$ cat src/rtl/mem_stage.sv
// mem_stage: memory-access stage of the RV32I pipeline.
//
// Drives a req/gnt/rvalid data-memory port, generates store byte-enables and
// lane-replicated write data, extracts and extends load data, and owns the
// MEM/WB pipeline register presented to writeback.
//
// Ports
//   clk, reset          rising-edge clock, asynchronous active-high reset
//   ValidM .. funct3M   held EX/MEM register contents
//   dmem_*              data-memory request/response port
//   StallM              hold EX/MEM and all earlier stages
//   MisalignM           misaligned or illegal access this cycle
//   memwb_o             MEM/WB register
//   dbg_state           current FSM state (0 = IDLE, 1 = WAIT_R)
//
// Memory handshake:
//   dmem_req is held high with stable addr/be/wdata/we until a cycle in which
//   dmem_gnt is also high; that cycle completes the request. A store is then
//   finished. A load waits for dmem_rvalid, which comes no earlier than the
//   cycle after gnt, with dmem_rdata valid in the same cycle. Only one
//   transaction is ever outstanding, and dmem_req is low while waiting.

package pipeline_pkg;
  typedef struct packed {
    logic [31:0] alu_result;
    logic [31:0] load_data;
    logic [31:0] pc_plus4;
    logic [31:0] imm_ext;
    logic [1:0]  result_src;
    logic [4:0]  rd;
    logic        reg_write;
  } memwb_t;
endpackage

module mem_stage #(
  parameter int XLEN = 32
) (
  input  logic                 clk,
  input  logic                 reset,
  input  logic                 ValidM,
  input  logic [XLEN-1:0]      ALUResultM,
  input  logic [XLEN-1:0]      WriteDataM,
  input  logic [XLEN-1:0]      PCPlus4M,
  input  logic [XLEN-1:0]      ImmExtM,
  input  logic [4:0]           RdM,
  input  logic                 RegWriteM,
  input  logic [1:0]           ResultSrcM,
  input  logic                 MemReadM,
  input  logic                 MemWriteM,
  input  logic [2:0]           funct3M,
  output logic                 dmem_req,
  output logic                 dmem_we,
  output logic [XLEN-1:0]      dmem_addr,
  output logic [3:0]           dmem_be,
  output logic [XLEN-1:0]      dmem_wdata,
  input  logic                 dmem_gnt,
  input  logic                 dmem_rvalid,
  input  logic [XLEN-1:0]      dmem_rdata,
  output logic                 StallM,
  output logic                 MisalignM,
  output pipeline_pkg::memwb_t memwb_o,
  output logic                 dbg_state
);

  typedef enum logic {
    IDLE   = 1'b0,
    WAIT_R = 1'b1
  } state_t;

  state_t state;

  logic [1:0]  lane;
  logic        access;
  logic        bad_access;
  logic        legal_access;
  logic        load_done;
  logic [7:0]  byte_sel;
  logic [15:0] half_sel;
  logic [31:0] load_data;

  assign lane         = ALUResultM[1:0];
  assign access       = ValidM & (MemReadM | MemWriteM);
  assign MisalignM    = access & bad_access;
  assign legal_access = access & ~bad_access;
  assign dmem_addr    = {ALUResultM[XLEN-1:2], 2'b00};
  assign dbg_state    = state;

  // Alignment and funct3 legality. funct3[1:0] is the access size; bit 2
  // (unsigned) only makes sense for byte/half loads.
  always_comb begin
    bad_access = 1'b0;
    case (funct3M[1:0])
      2'b00:   bad_access = 1'b0;
      2'b01:   bad_access = lane[0];
      2'b10:   bad_access = |lane;
      default: bad_access = 1'b1;
    endcase
    if (funct3M[2] & (MemWriteM | funct3M[1])) bad_access = 1'b1;
    if (MemReadM & MemWriteM)                  bad_access = 1'b1;
  end

  // Request and stall decode. Reset forces the port quiet even though the
  // state register is already IDLE, so a held access cannot leak a request.
  always_comb begin
    dmem_req = 1'b0;
    StallM   = 1'b0;
    case (state)
      IDLE: begin
        dmem_req = legal_access;
        // A store granted this cycle is complete; anything else still waits.
        StallM   = legal_access & ~(MemWriteM & dmem_gnt);
      end
      WAIT_R: begin
        dmem_req = 1'b0;
        StallM   = ~dmem_rvalid;
      end
      default: begin
        dmem_req = 1'b0;
        StallM   = 1'b0;
      end
    endcase
    if (reset) begin
      dmem_req = 1'b0;
      StallM   = 1'b0;
    end
  end

  assign dmem_we   = dmem_req & MemWriteM;
  assign load_done = (state == WAIT_R) & dmem_rvalid;

  // Byte enables and lane-replicated store data.
  always_comb begin
    dmem_be    = 4'b0000;
    dmem_wdata = WriteDataM;
    if (MemWriteM) begin
      case (funct3M[1:0])
        2'b00: begin
          dmem_be    = 4'b0001 << lane;
          dmem_wdata = {4{WriteDataM[7:0]}};
        end
        2'b01: begin
          dmem_be    = 4'b0011 << lane;
          dmem_wdata = {2{WriteDataM[15:0]}};
        end
        default: begin
          dmem_be    = 4'b1111;
          dmem_wdata = WriteDataM;
        end
      endcase
    end else begin
      dmem_be = 4'b1111;
    end
    if (!dmem_req) dmem_be = 4'b0000;
  end

  // Load extraction: byte by full lane, half by lane[1].
  always_comb begin
    case (lane)
      2'd0:    byte_sel = dmem_rdata[7:0];
      2'd1:    byte_sel = dmem_rdata[15:8];
      2'd2:    byte_sel = dmem_rdata[23:16];
      default: byte_sel = dmem_rdata[31:24];
    endcase
    half_sel = lane[1] ? dmem_rdata[31:16] : dmem_rdata[15:0];
    case (funct3M)
      3'b000:  load_data = {{24{byte_sel[7]}}, byte_sel};
      3'b100:  load_data = {24'd0, byte_sel};
      3'b001:  load_data = {{16{half_sel[15]}}, half_sel};
      3'b101:  load_data = {16'd0, half_sel};
      default: load_data = dmem_rdata;
    endcase
  end

  // FSM and MEM/WB register.
  always_ff @(posedge clk or posedge reset) begin
    if (reset) begin
      state   <= IDLE;
      memwb_o <= '0;
    end else begin
      case (state)
        IDLE:    if (legal_access & MemReadM & dmem_gnt) state <= WAIT_R;
        WAIT_R:  if (dmem_rvalid) state <= IDLE;
        default: state <= IDLE;
      endcase

      if (StallM | ~ValidM) begin
        memwb_o <= '0;
      end else begin
        memwb_o.alu_result <= ALUResultM;
        memwb_o.load_data  <= load_done ? load_data : 32'd0;
        memwb_o.pc_plus4   <= PCPlus4M;
        memwb_o.imm_ext    <= ImmExtM;
        memwb_o.result_src <= ResultSrcM;
        memwb_o.rd         <= RdM;
        memwb_o.reg_write  <= RegWriteM & ~MisalignM;
      end
    end
  end

endmodule

$ cat config.mk
export PLATFORM = sky130hd
export DESIGN_NAME = mem_stage
export DESIGN_NICKNAME = d
export VERILOG_FILES = /design/src/rtl/mem_stage.sv
export SDC_FILE = /design/constraint.sdc
export NUM_CORES = 1
export LEC_CHECK = 0
export CAP_MARGIN = 20
export CORE_AREA = 2 2 152 154
export CTS_BUF_LIST = sky130_fd_sc_hd__clkbuf_4
export DETAILED_ROUTE_END_ITERATION = 8
export DIE_AREA = 0 0 154 156
export GPL_ROUTABILITY_DRIVEN = 0
export GPL_TIMING_DRIVEN = 0
export PLACE_DENSITY = 0.58
export SETUP_SLACK_MARGIN = 0.4
export SKIP_CTS_REPAIR_TIMING = 1
export SYNTH_ARGS = -nofsm -noshare
export SYNTH_HDL_FRONTEND = slang
export SYNTH_SLANG_ARGS = --single-unit
export TNS_END_PERCENT = 1
$ cat constraint.sdc
create_clock -name clk -period 6.15 [get_ports clk]
set_input_delay 0.9225 -clock clk [delete_from_list [all_inputs] [get_ports clk]]
set_output_delay 0.9225 -clock clk [all_outputs]
set_load 0.03 [all_outputs]
Word level (Yosys, flattened, before mapping)
Cells that the tools add are included.
{"block": "word_totals", "ff_bits": 137, "elab_cells": 62}
{"block": "classes", "eq_ne": 7, "shifts": 2, "muxes": 20, "n_bitwise": 21, "reduce_logical": 4}
{"op": "136-bit 2-to-1 mux", "count": 1}
{"op": "32-bit case mux with 4 select lines", "count": 1}
{"op": "32-bit 2-to-1 mux", "count": 2}
{"op": "32-bit case mux with 2 select lines", "count": 1}
{"op": "8-bit case mux with 3 select lines", "count": 1}
{"op": "16-bit 2-to-1 mux", "count": 1}
{"op": "1-bit bitwise AND", "count": 12}
{"op": "4-bit 2-to-1 mux", "count": 2}
{"op": "4-bit case mux with 2 select lines", "count": 1}
{"op": "3-bit equality test (second input constant)", "count": 2}
{"op": "1-bit 2-to-1 mux", "count": 6}
{"op": "1-bit inverter", "count": 6}
{"op": "1-bit case mux with 2 select lines", "count": 3}
{"op": "2-bit by 1-bit equality test with 1-bit output (second input constant)", "count": 2}
{"op": "2-bit equality test (second input constant)", "count": 2}
{"op": "2-bit zero test", "count": 2}
{"op": "1-bit by 2-bit << shifter with 4-bit output (first input constant)", "count": 1}
{"op": "2-bit by 2-bit << shifter with 4-bit output (first input constant)", "count": 1}
{"op": "3-bit by 1-bit equality test with 1-bit output (second input constant)", "count": 1}
{"op": "3-bit zero test", "count": 1}
{"op": "1-bit bitwise OR", "count": 3}
{"op": "1-bit case mux with 3 select lines", "count": 1}
{"op": "2-bit OR reduction", "count": 1}

Depth between registers and ports, before layout
Gate-level depths: netlist of the first run.
{"block": "logic_depth", "ltp_word": 11, "ltp_mapped": 7, "mapped_depth_nobuf": 4}

Worst setup path before layout of the first run
Ideal clock, no wire load.
{"block": "synth_timing", "path_kind": "input to output", "startpoint": "input port reset", "endpoint": "output port dmem_be[1]", "arrival_ns": 5.171, "setup_slack_ns": 0.057, "path_stages": 3, "n_path_buf": 0, "cell_sequence": "inv_1 nand3_1 a21oi_1"}
{"block": "synth_via", "elab_chain_cells": 2}
{"item": "start: declaration", "line_no": "39", "rtl": "input logic reset,"}
{"item": "1-bit 2-to-1 mux", "line_no": "122", "rtl": "if (reset) begin"}
{"item": "4-bit 2-to-1 mux", "line_no": "153", "rtl": "if (!dmem_req) dmem_be = 4'b0000;"}
{"item": "end: declaration", "line_no": "54", "rtl": "output logic [3:0] dmem_be,"}
Every way passes these cells.

Worst setup path in the final report of the first run
{"block": "layout_timing", "startpoint": "input port funct3M[1]", "endpoint": "output port dmem_wdata[26]"}
{"block": "layout_via", "elab_chain_cells": 3, "elab_cells_between_ends": 4, "classes_between": "eq/ne (1); mux (2); reduce/logical (1)"}
{"item": "start: declaration", "line_no": "50", "rtl": "input logic [2:0] funct3M,"}
{"item": "2-bit by 1-bit equality test with 1-bit output / 2-bit zero test (equally long branches)", "line_no": "136", "rtl": "case (funct3M[1:0])"}
{"item": "32-bit case mux with 2 select lines *", "line_no": "136"}
{"item": "32-bit 2-to-1 mux *", "line_no": "135", "rtl": "if (MemWriteM) begin"}
{"item": "end: declaration", "line_no": "55", "rtl": "output logic [XLEN-1:0] dmem_wdata,"}
Every way passes the cells marked *; elsewhere a longest branch is shown, timed or not.

==> impl_metrics.json, run 1 <==
{
  "switching_power_mw": 0.692,
  "drive_gt1_share_pct": 11.1,
  "slowest_delay_ps": 760,
  "die_y_um": 156,
  "yosys_warnings": 0,
  "slew_violations": 0,
  "multi_input_area_mm2": 0.00175,
  "holdWs_ps": 614,
  "place_hpwl_um": 17300,
  "swShare_pct": 32.4,
  "utilization_pct": 45.8,
  "drc": 0,
  "use_met1_pct": 20.1,
  "syn_area_mm2": 0.00570,
  "synth-compound-area-share_pct": 7.07,
  "layout_common_cells": "clkdlybuf4s50_1 (382), dfrtp_1 (137), and2_1 (103), nand2_1 (49), buf_4 (41)",
  "drt_iter0_drc": 185,
  "design_area_mm2": 0.0102,
  "portBuffers": 382,
  "dp.cells": 1187,
  "synth_xor_area_share_pct": 0,
  "fin_nets": 1099,
  "cp_slowest_cell": "clkdlybuf4s50_1",
  "grt.total_usage_pct": 18.0,
  "worstPathMaxFanout": 10,
  "synthMuxAreaShare_pct": 3.58,
  "vdd_drop_max_mv": 0.106,
  "yosys.area_share.simple_pct": 19.9,
  "grt.busiest_layer": "met2",
  "ioPinCount": 387,
  "grt_util_met2_pct": 32.5,
  "setup_viol": 0,
  "routedWlPerCell_um": 17.7,
  "critical_path_class": "primary input to output port",
  "final.period_utilization_pct": 76.2,
  "dr.pass1.iters": 4,
  "grt.overflow.total": 0,
  "met3_usage_pct": 6.31,
  "crit_path_end_kind": "output port",
  "synthAdderAreaFrac_pct": 0,
  "avgSynthCellArea_um2": 11.0,
  "grt_pass1_vias": 5491,
  "vias": 5192,
  "seqPwrFrac_pct": 44.5,
  "final_common_cell": "clkdlybuf4s50_1",
  "clock-sinks": 137,
  "min_period_ps": 4690,
  "ys_seq_area_share_pct": 60.1,
  "finalHoldViolCount": 0,
  "hold_class": "flop to flop",
  "yosys-top-cells-area": "dfrtp_1 (60%), and2_1 (11%), buf_4 (5.4%)",
  "power_leakage_nw": 4.50,
  "combPwrFrac_pct": 26.7,
  "via_per_inst": 4.25,
  "p_total_mw": 2.13,
  "status": "complete, no violations",
  "drt_wl_total_um": 21700,
  "synth_top_area_share_pct": 60.1,
  "cts_max_path_buffers": 2,
  "maxCapViolCount": 0,
  "nFillCells": 2141,
  "die_area_mm2": 0.0240,
  "post_dp_cell_area_mm2": 0.00995,
  "cp_cell_sequence": "clkdlybuf4s50_1, clkbuf_1, nand2b_1, clkbuf_1, clkbuf_1, nand2_1, o21ai_0, clkdlybuf4s50_1",
  "clkPwrFrac_pct": 28.8,
  "grt_setup_unrepaired": "false",
  "synth_top_family_by_area": "simple AND/OR/NAND/NOR gates",
  "netlist_instances": 516,
  "skew_ps": 18.0,
  "layout.cells.non_filler": 1221,
  "cts_tree": "built",
  "clock.fmax_mhz": 213,
  "htreeDepth": 4,
  "grt_max_degree": 42,
  "synth_cell_type_count": 39,
  "ys_seq_elements": 137,
  "worstSkewPairLatency_ps": 540,
  "synth_area_leader_cell": "dfrtp_1",
  "syn_to_final_growth_pct": 79.7,
  "cts.clk_slew.worst_paths_ps": 140,
  "core-area_mm2": 0.0224,
  "register_area_mm2": 0.00343,
  "numCtsBuffers": 17,
  "start_util_pct": 25.5,
  "finalSetupTns_ps": 0,
  "internal_power_mw": 1.44,
  "cpMostUsedCell": "clkbuf_1",
  "fp.dieW_um": 154,
  "grt_pass1_wl_um": 32500,
  "crit_arrival_ps": 3770,
  "p_per_area_mw_per_mm2": 208,
  "antenna_found_initial": 1,
  "required_ps": 5230,
  "ctsRootBufferMaster": "clkbuf_4",
  "worstMarginPinSlew_ps": 706,
  "crit_path_start_kind": "primary input",
  "rows": 55,
  "dpl_worst_slack_ps": 1420,
  "fin_ws_ps": 1460,
  "ant_nets": 0,
  "slew_headroom_pct": 52.9
}
-- registers in the layout, summed over array words and instances, names as in the netlist --
register   flops
dbg_state      1
memwb_o      136
-- kinds of logic (layout without fill, tap and decap cells) --
group	count (synthesis)	count (layout)
mux	18	18
simple gates	211	211
other cells	1	4
buf+inv	82	499
flops	137	137
compound gates	67	67
-- final cells by class --
class / count / share of cell area, %
Inverter: 14 / 0.549
Buffer: 68 / 4.63
Antenna cell: 2 / 0.0488
Timing Repair Buffer: 385 / 37.9
Sequential cell: 137 / 33.5
Clock inverter: 14 / 1.54
Tap cell: 285 / 3.48
Clock buffer: 18 / 1.32
Multi-Input combinational cell: 298 / 17.1
-- worst max-delay path: cells and delay by family --
kind,cells,cell delay [ps]
AO/OA/AOI/OAI,1,130
AND/OR/NAND/NOR,2,250
buffers and inverters,5,2460
-- power by group through the flow --
stage / sequential (mW) / clock, mW / combinational [mW]
floorplan: 1.05 / 0 / 0.187
global placement: 0.967 / 0 / 0.567
detailed placement: 0.968 / 0 / 0.574
CTS: 0.950 / 0.644 / 0.577
global route: 0.954 / 0.683 / 0.604
finish: 0.950 / 0.615 / 0.570
-- per-layer routing --
metal | routed length, um | up-vias
met5 | 0 | -
met4 | 250 | 0
met2 | 11200 | 260
li1 | - | 2447
met3 | 1830 | 13
met1 | 8390 | 2472
-- synth_stat cells, drive strengths merged --
library cell / n
buf: 54
mux2: 9
mux4: 1
a22oi: 1
mux2i: 8
nor2: 30
and3b: 1
conb: 1
a21oi: 27
o31a: 1
or2: 2
nor3: 8
and2: 103
nor3b: 1
nand2b: 6
a21o: 2
inv: 14
nand2: 49
a222oi: 2
a221oi: 8
nand4: 1
clkbuf: 14
nor2b: 3
or4: 1
o22ai: 6
a31oi: 1
nand3: 3
or3b: 1
nor4b: 1
o21ai: 18
dfrtp: 137
or3: 1
a2111oi: 1
-- worst paths after layout --
check,startpoint,end,slack [ps],depth (start not counted)
worst max-delay path,funct3M[1],dmem_wdata[26],1460,8
worst min-delay path,dbg_state,dbg_state,610,2
worst max register to register,dbg_state,memwb_o[128],4410,6
worst min register to register,dbg_state,dbg_state,610,2
max in group asynchronous,reset,memwb_o[134],4460,4
min in group asynchronous,reset,memwb_o[19],800,2
No activity file was read; power rests on OpenSTA's default activity.
==> run 2, diff against run 1 <==
--- a/config.mk
+++ b/config.mk
@@ -6,13 +6,13 @@
 export NUM_CORES = 1
 export LEC_CHECK = 0
 export CAP_MARGIN = 20
-export CORE_AREA = 2 2 152 154
+export CORE_AREA = 2 2 151 153
 export CTS_BUF_LIST = sky130_fd_sc_hd__clkbuf_4
 export DETAILED_ROUTE_END_ITERATION = 8
-export DIE_AREA = 0 0 154 156
+export DIE_AREA = 0 0 153 155
 export GPL_ROUTABILITY_DRIVEN = 0
 export GPL_TIMING_DRIVEN = 0
-export PLACE_DENSITY = 0.58
+export PLACE_DENSITY = 0.61
 export SETUP_SLACK_MARGIN = 0.4
 export SKIP_CTS_REPAIR_TIMING = 1
 export SYNTH_ARGS = -nofsm -noshare
==> constraint.sdc (replaced) <==
create_clock -name clk -period 4.24 [get_ports clk]
set_input_delay 0.636 -clock clk [delete_from_list [all_inputs] [get_ports clk]]
set_output_delay 0.636 -clock clk [all_outputs]
set_load 0.03 [all_outputs]
==> run 2 against run 1 <==
Net effect: clock-buffer cell count shrank 1; critical endpoint is now dmem_wdata[31]; non-clock buffer count is the same; sequential power grew 45%; register-to-register slack lost 1900 ps; setup slack lost 1000 ps; first-iteration DRC count grew 54%; clock power grew 47%; wire length shrank 0.46%.
==> impl_metrics.json, run 2 (synthesized netlist as in run 1, its figures left out) <==
{
  "antenna_found_initial": 1,
  "multi_input_area_mm2": 0.00175,
  "grt_setup_unrepaired": "true",
  "final_common_cell": "clkdlybuf4s50_1",
  "dr.pass1.iters": 5,
  "setup_viol": 0,
  "final.period_utilization_pct": 89.2,
  "utilization_pct": 46.1,
  "grt.overflow.total": 0,
  "holdPathEnd": "memwb_o[104]",
  "grt.total_usage_pct": 18.1,
  "worstReg2RegEnd": "memwb_o[126]",
  "ioPinCount": 387,
  "drt_wl_total_um": 21600,
  "crit_path_start_kind": "primary input",
  "vias": 5252,
  "die_area_mm2": 0.0237,
  "hold_class": "primary input to flop",
  "power_leakage_nw": 4.53,
  "fin_ws_ps": 459,
  "rows": 55,
  "clock.fmax_mhz": 264,
  "worstSkewPairLatency_ps": 520,
  "top_register": "memwb_o",
  "dpl_worst_slack_ps": 158,
  "grt_max_degree": 39,
  "worstRegToRegCells": 6,
  "design_area_mm2": 0.0102,
  "dp.cells": 1187,
  "timing.rr.start": "dbg_state",
  "numCtsBuffers": 17,
  "critical_path_class": "primary input to output port",
  "min_period_ps": 3780,
  "p_per_area_mw_per_mm2": 303,
  "crit_arrival_ps": 3150,
  "finalHoldViolCount": 0,
  "p_total_mw": 3.11,
  "grt_pass1_vias": 5387,
  "grt_pass1_wl_um": 32300,
  "drive_gt1_share_pct": 11.2,
  "worstHoldStart": "ALUResultM[0]",
  "via_per_inst": 4.30,
  "start_util_pct": 25.7,
  "ant_nets": 0,
  "status": "complete, no violations",
  "clock-sinks": 137,
  "worstMarginPinSlew_ps": 797,
  "core-area_mm2": 0.0222,
  "routedWlPerCell_um": 17.7,
  "rrSetupSlack_ps": 2470,
  "drt_iter0_drc": 285,
  "fin_nets": 1099,
  "place_hpwl_um": 17300,
  "layout_common_cells": "clkdlybuf4s50_1 (381), dfrtp_1 (137), and2_1 (103), nand2_1 (49), buf_4 (41)",
  "holdWs_ps": 461,
  "slew_violations": 0,
  "crit_path_end_kind": "output port",
  "skew_ps": 24.7,
  "worstPathMaxFanout": 10,
  "ctsRootBufferMaster": "clkbuf_4",
  "post_dp_cell_area_mm2": 0.00995,
  "largest_reg_flops": 136,
  "htreeDepth": 4,
  "whs_path_depth": 2,
  "register_area_mm2": 0.00343,
  "slew_headroom_pct": 46.8,
  "required_ps": 3600,
  "nFillCells": 2104,
  "fp.dieW_um": 153,
  "layout.cells.non_filler": 1220,
  "vdd_drop_max_mv": 0.164,
  "finalSetupTns_ps": 0,
  "syn_to_final_growth_pct": 79.8,
  "die_y_um": 155,
  "drc": 0,
  "portBuffers": 382,
  "cts_tree": "built",
  "maxCapViolCount": 0,
  "cts.clk_slew.worst_paths_ps": 140,
  "cts_max_path_buffers": 2
}
run 2: changes by cell type in the layout (fill, tap and decap cells not counted), sizes merged:
cell,before,now
diode,2,1
clkdlybuf4s50,382,381
clkbuf,32,31
clkinv,2,6
dlymetal6s2s,0,1
clkinvlp,4,2
inv,21,19
bufinv,1,2
run 2: layer usage:
layer / GRT usage [%] / vias to the layer above / wire length (um)
li1: - / 2447 / -
met1: 19.9 / 2478 / 7980
met2: 32.8 / 299 / 11300
met3: 5.79 / 28 / 1710
met4: 6.48 / 0 / 565
met5: 0 / - / 0
run 2: report_power, final:
part           total, mW  switching, mW  internal, mW
registers           1.38         0.0154          1.36
clock network      0.904          0.542         0.362
logic              0.825          0.421         0.404
run 2: layout make-up:
class,instances,share of cell area (%)
Sequential cell,137,33.4
Timing Repair Buffer,385,37.9
Multi-Input combinational cell,298,17.1
Antenna cell,1,0.0244
Inverter,14,0.549
Clock inverter,15,1.59
Tap cell,285,3.48
Clock buffer,17,1.25
Buffer,68,4.68
run 2: how the worst max path moves through the flow:
stage	end	from	depth (start not counted)
2_1_floorplan	dmem_req	reset	3
5_1_grt	dmem_be[3]	reset	5
3_3_place_gp	dmem_be[2]	reset	5
6_report	dmem_wdata[31]	funct3M[1]	8
3_5_place_dp	dmem_wdata[31]	funct3M[1]	8
4_1_cts	dmem_wdata[25]	funct3M[1]	8
run 2: worst max-delay path, cell delays in order:
cell	delay, ps
clkdlybuf4s50_1	550
clkbuf_2	250
nand2b_1	130
clkbuf_1	340
clkbuf_2	320
nand2_1	90
o21ai_0	110
clkdlybuf4s50_1	720
==> run 3, diff against run 2 <==
--- a/config.mk
+++ b/config.mk
@@ -6,13 +6,13 @@
 export NUM_CORES = 1
 export LEC_CHECK = 0
 export CAP_MARGIN = 20
-export CORE_AREA = 2 2 151 153
+export CORE_AREA = 2 2 150 152
 export CTS_BUF_LIST = sky130_fd_sc_hd__clkbuf_4
 export DETAILED_ROUTE_END_ITERATION = 8
-export DIE_AREA = 0 0 153 155
+export DIE_AREA = 0 0 152 154
 export GPL_ROUTABILITY_DRIVEN = 0
 export GPL_TIMING_DRIVEN = 0
-export PLACE_DENSITY = 0.61
+export PLACE_DENSITY = 0.59
 export SETUP_SLACK_MARGIN = 0.4
 export SKIP_CTS_REPAIR_TIMING = 1
 export SYNTH_ARGS = -nofsm -noshare
==> constraint.sdc (replaced) <==
create_clock -name clk -period 4.6 [get_ports clk]
set_input_delay 0.69 -clock clk [delete_from_list [all_inputs] [get_ports clk]]
set_output_delay 0.69 -clock clk [all_outputs]
set_load 0.03 [all_outputs]
==> run 3 against run 2 <==
Net effect: combinational power down 7.5%; setup slack better by 200 ps; first-iteration DRC count unchanged; sequential power down 8%; critical path depth down 1; worst hold slack better by 21 ps; wire length up 2.0%; final cell count down 0.25%; design area about the same; clock power down 10%; clock-buffer cell count unchanged; die area down 1.3%; critical endpoint is now dmem_wdata[21].
==> impl_metrics.json, run 3 (synthesized netlist as in run 1, its figures left out) <==
{
  "register_area_mm2": 0.00343,
  "numCtsBuffers": 17,
  "layout_common_cells": "clkdlybuf4s50_1 (382), dfrtp_1 (137), and2_1 (103), nand2_1 (49), buf_4 (41)",
  "worstSkewPairLatency_ps": 540,
  "rows": 54,
  "p_per_area_mw_per_mm2": 277,
  "die_y_um": 154,
  "drive_gt1_share_pct": 11.6,
  "cts_max_path_buffers": 2,
  "start_util_pct": 26.3,
  "design_area_mm2": 0.0103,
  "layout.cells.non_filler": 1217,
  "grt_max_degree": 36,
  "nFillCells": 2041,
  "cp_cell_sequence": "clkdlybuf4s50_1, clkbuf_2, clkbuf_1, nor2_1, nand2_1, nand2_1, clkdlybuf4s50_1",
  "vias": 5260,
  "status": "complete, no violations",
  "antenna_found_initial": 2,
  "slew_headroom_pct": 54.0,
  "drt_wl_total_um": 22000,
  "die_area_mm2": 0.0234,
  "dpl_worst_slack_ps": 330,
  "final_common_cell": "clkdlybuf4s50_1",
  "drc": 0,
  "min_period_ps": 3940,
  "critical_path_class": "primary input to output port",
  "required_ps": 3910,
  "dr.pass1.iters": 7,
  "ctsRootBufferMaster": "clkbuf_4",
  "finalSetupTns_ps": 0,
  "multi_input_area_mm2": 0.00175,
  "ioPinCount": 387,
  "ant_nets": 0,
  "htreeDepth": 4,
  "cp_slowest_cell": "clkdlybuf4s50_1",
  "power_leakage_nw": 4.51,
  "grt_pass1_wl_um": 33100,
  "clock.fmax_mhz": 254,
  "grt_setup_unrepaired": "true",
  "place_hpwl_um": 17800,
  "crit_path_end_kind": "output port",
  "grt.overflow.total": 0,
  "cts.clk_slew.worst_paths_ps": 140,
  "routedWlPerCell_um": 18.1,
  "crit_arrival_ps": 3250,
  "hold_class": "primary input to asynchronous set/reset pin",
  "core-area_mm2": 0.0217,
  "fin_nets": 1100,
  "top_register": "memwb_o",
  "worstMarginPinSlew_ps": 687,
  "skew_ps": 18.1,
  "worstPathMaxFanout": 10,
  "fp.dieW_um": 152,
  "fin_ws_ps": 662,
  "post_dp_cell_area_mm2": 0.00996,
  "clock-sinks": 137,
  "largest_reg_flops": 136,
  "crit_buf_inv": 4,
  "syn_to_final_growth_pct": 79.9,
  "crit_path_start_kind": "primary input",
  "cts_tree": "built",
  "finalHoldViolCount": 0,
  "via_per_inst": 4.32,
  "grt.total_usage_pct": 18.7,
  "setup_viol": 0,
  "maxCapViolCount": 0,
  "portBuffers": 382,
  "grt_pass1_vias": 5435,
  "dp.cells": 1183,
  "slowest_delay_ps": 670,
  "slew_violations": 0,
  "drt_iter0_drc": 285,
  "final.period_utilization_pct": 85.6,
  "cp_top_family": "buffers and inverters",
  "vdd_drop_max_mv": 0.119
}
[run 3: layer usage]
metal | wire length (um) | GRT usage, %
met1 | 8240 | 20.3
met5 | 0 | 0
met3 | 1740 | 6.37
met2 | 11300 | 33.3
met4 | 695 | 7.61
[run 3: cell type report]
type	count	share of cell area [%]
buffer	68	4.66
multi-input combinational	298	17.1
antenna	2	0.0488
sequential	137	33.4
clock inverter	15	1.56
inverter	14	0.549
tap	280	3.41
clock buffer	17	1.24
timing repair buffer	386	38.0
[run 3: report_power, final]
| part | internal [mW] | leakage, nW | total [mW] | switching [mW] |
|---|---|---|---|---|
| clock | 0.291 | 0.149 | 0.813 | 0.523 |
| combinational | 0.374 | 2.56 | 0.763 | 0.389 |
| sequential | 1.26 | 1.81 | 1.27 | 0.0136 |
[run 3: path summary, 6_finish.rpt]
check / from / to / slack (ps) / cells after the start
setup / recovery: funct3M[1] / dmem_wdata[21] / 660 / 7
hold / removal: reset / memwb_o[0] / 480 / 2
setup reg to reg: dbg_state / memwb_o[124] / 2790 / 6
hold reg to reg: dbg_state / dbg_state / 620 / 2
max in group asynchronous: reset / memwb_o[54] / 3160 / 5
min in group clk: ALUResultM[0] / memwb_o[104] / 500 / 2
[run 3: through the flow]
step	util, %	hold slack [ps]	total power [mW]
after floorplan	-	689	1.66
after global placement	45.6	608	2.05
after detailed placement	45.9	611	2.06
after CTS	47.3	419	2.89
after global routing	47.3	450	2.98
final	47.3	482	2.85
[run 3: worst reg2reg max path, stage by stage (launching register included)]
cell and delay (ps):
dfrtp_1 460, nand2b_1 220, nor4b_4 330, a21oi_2 170, buf_6 210, buf_6 150
and2_1 180
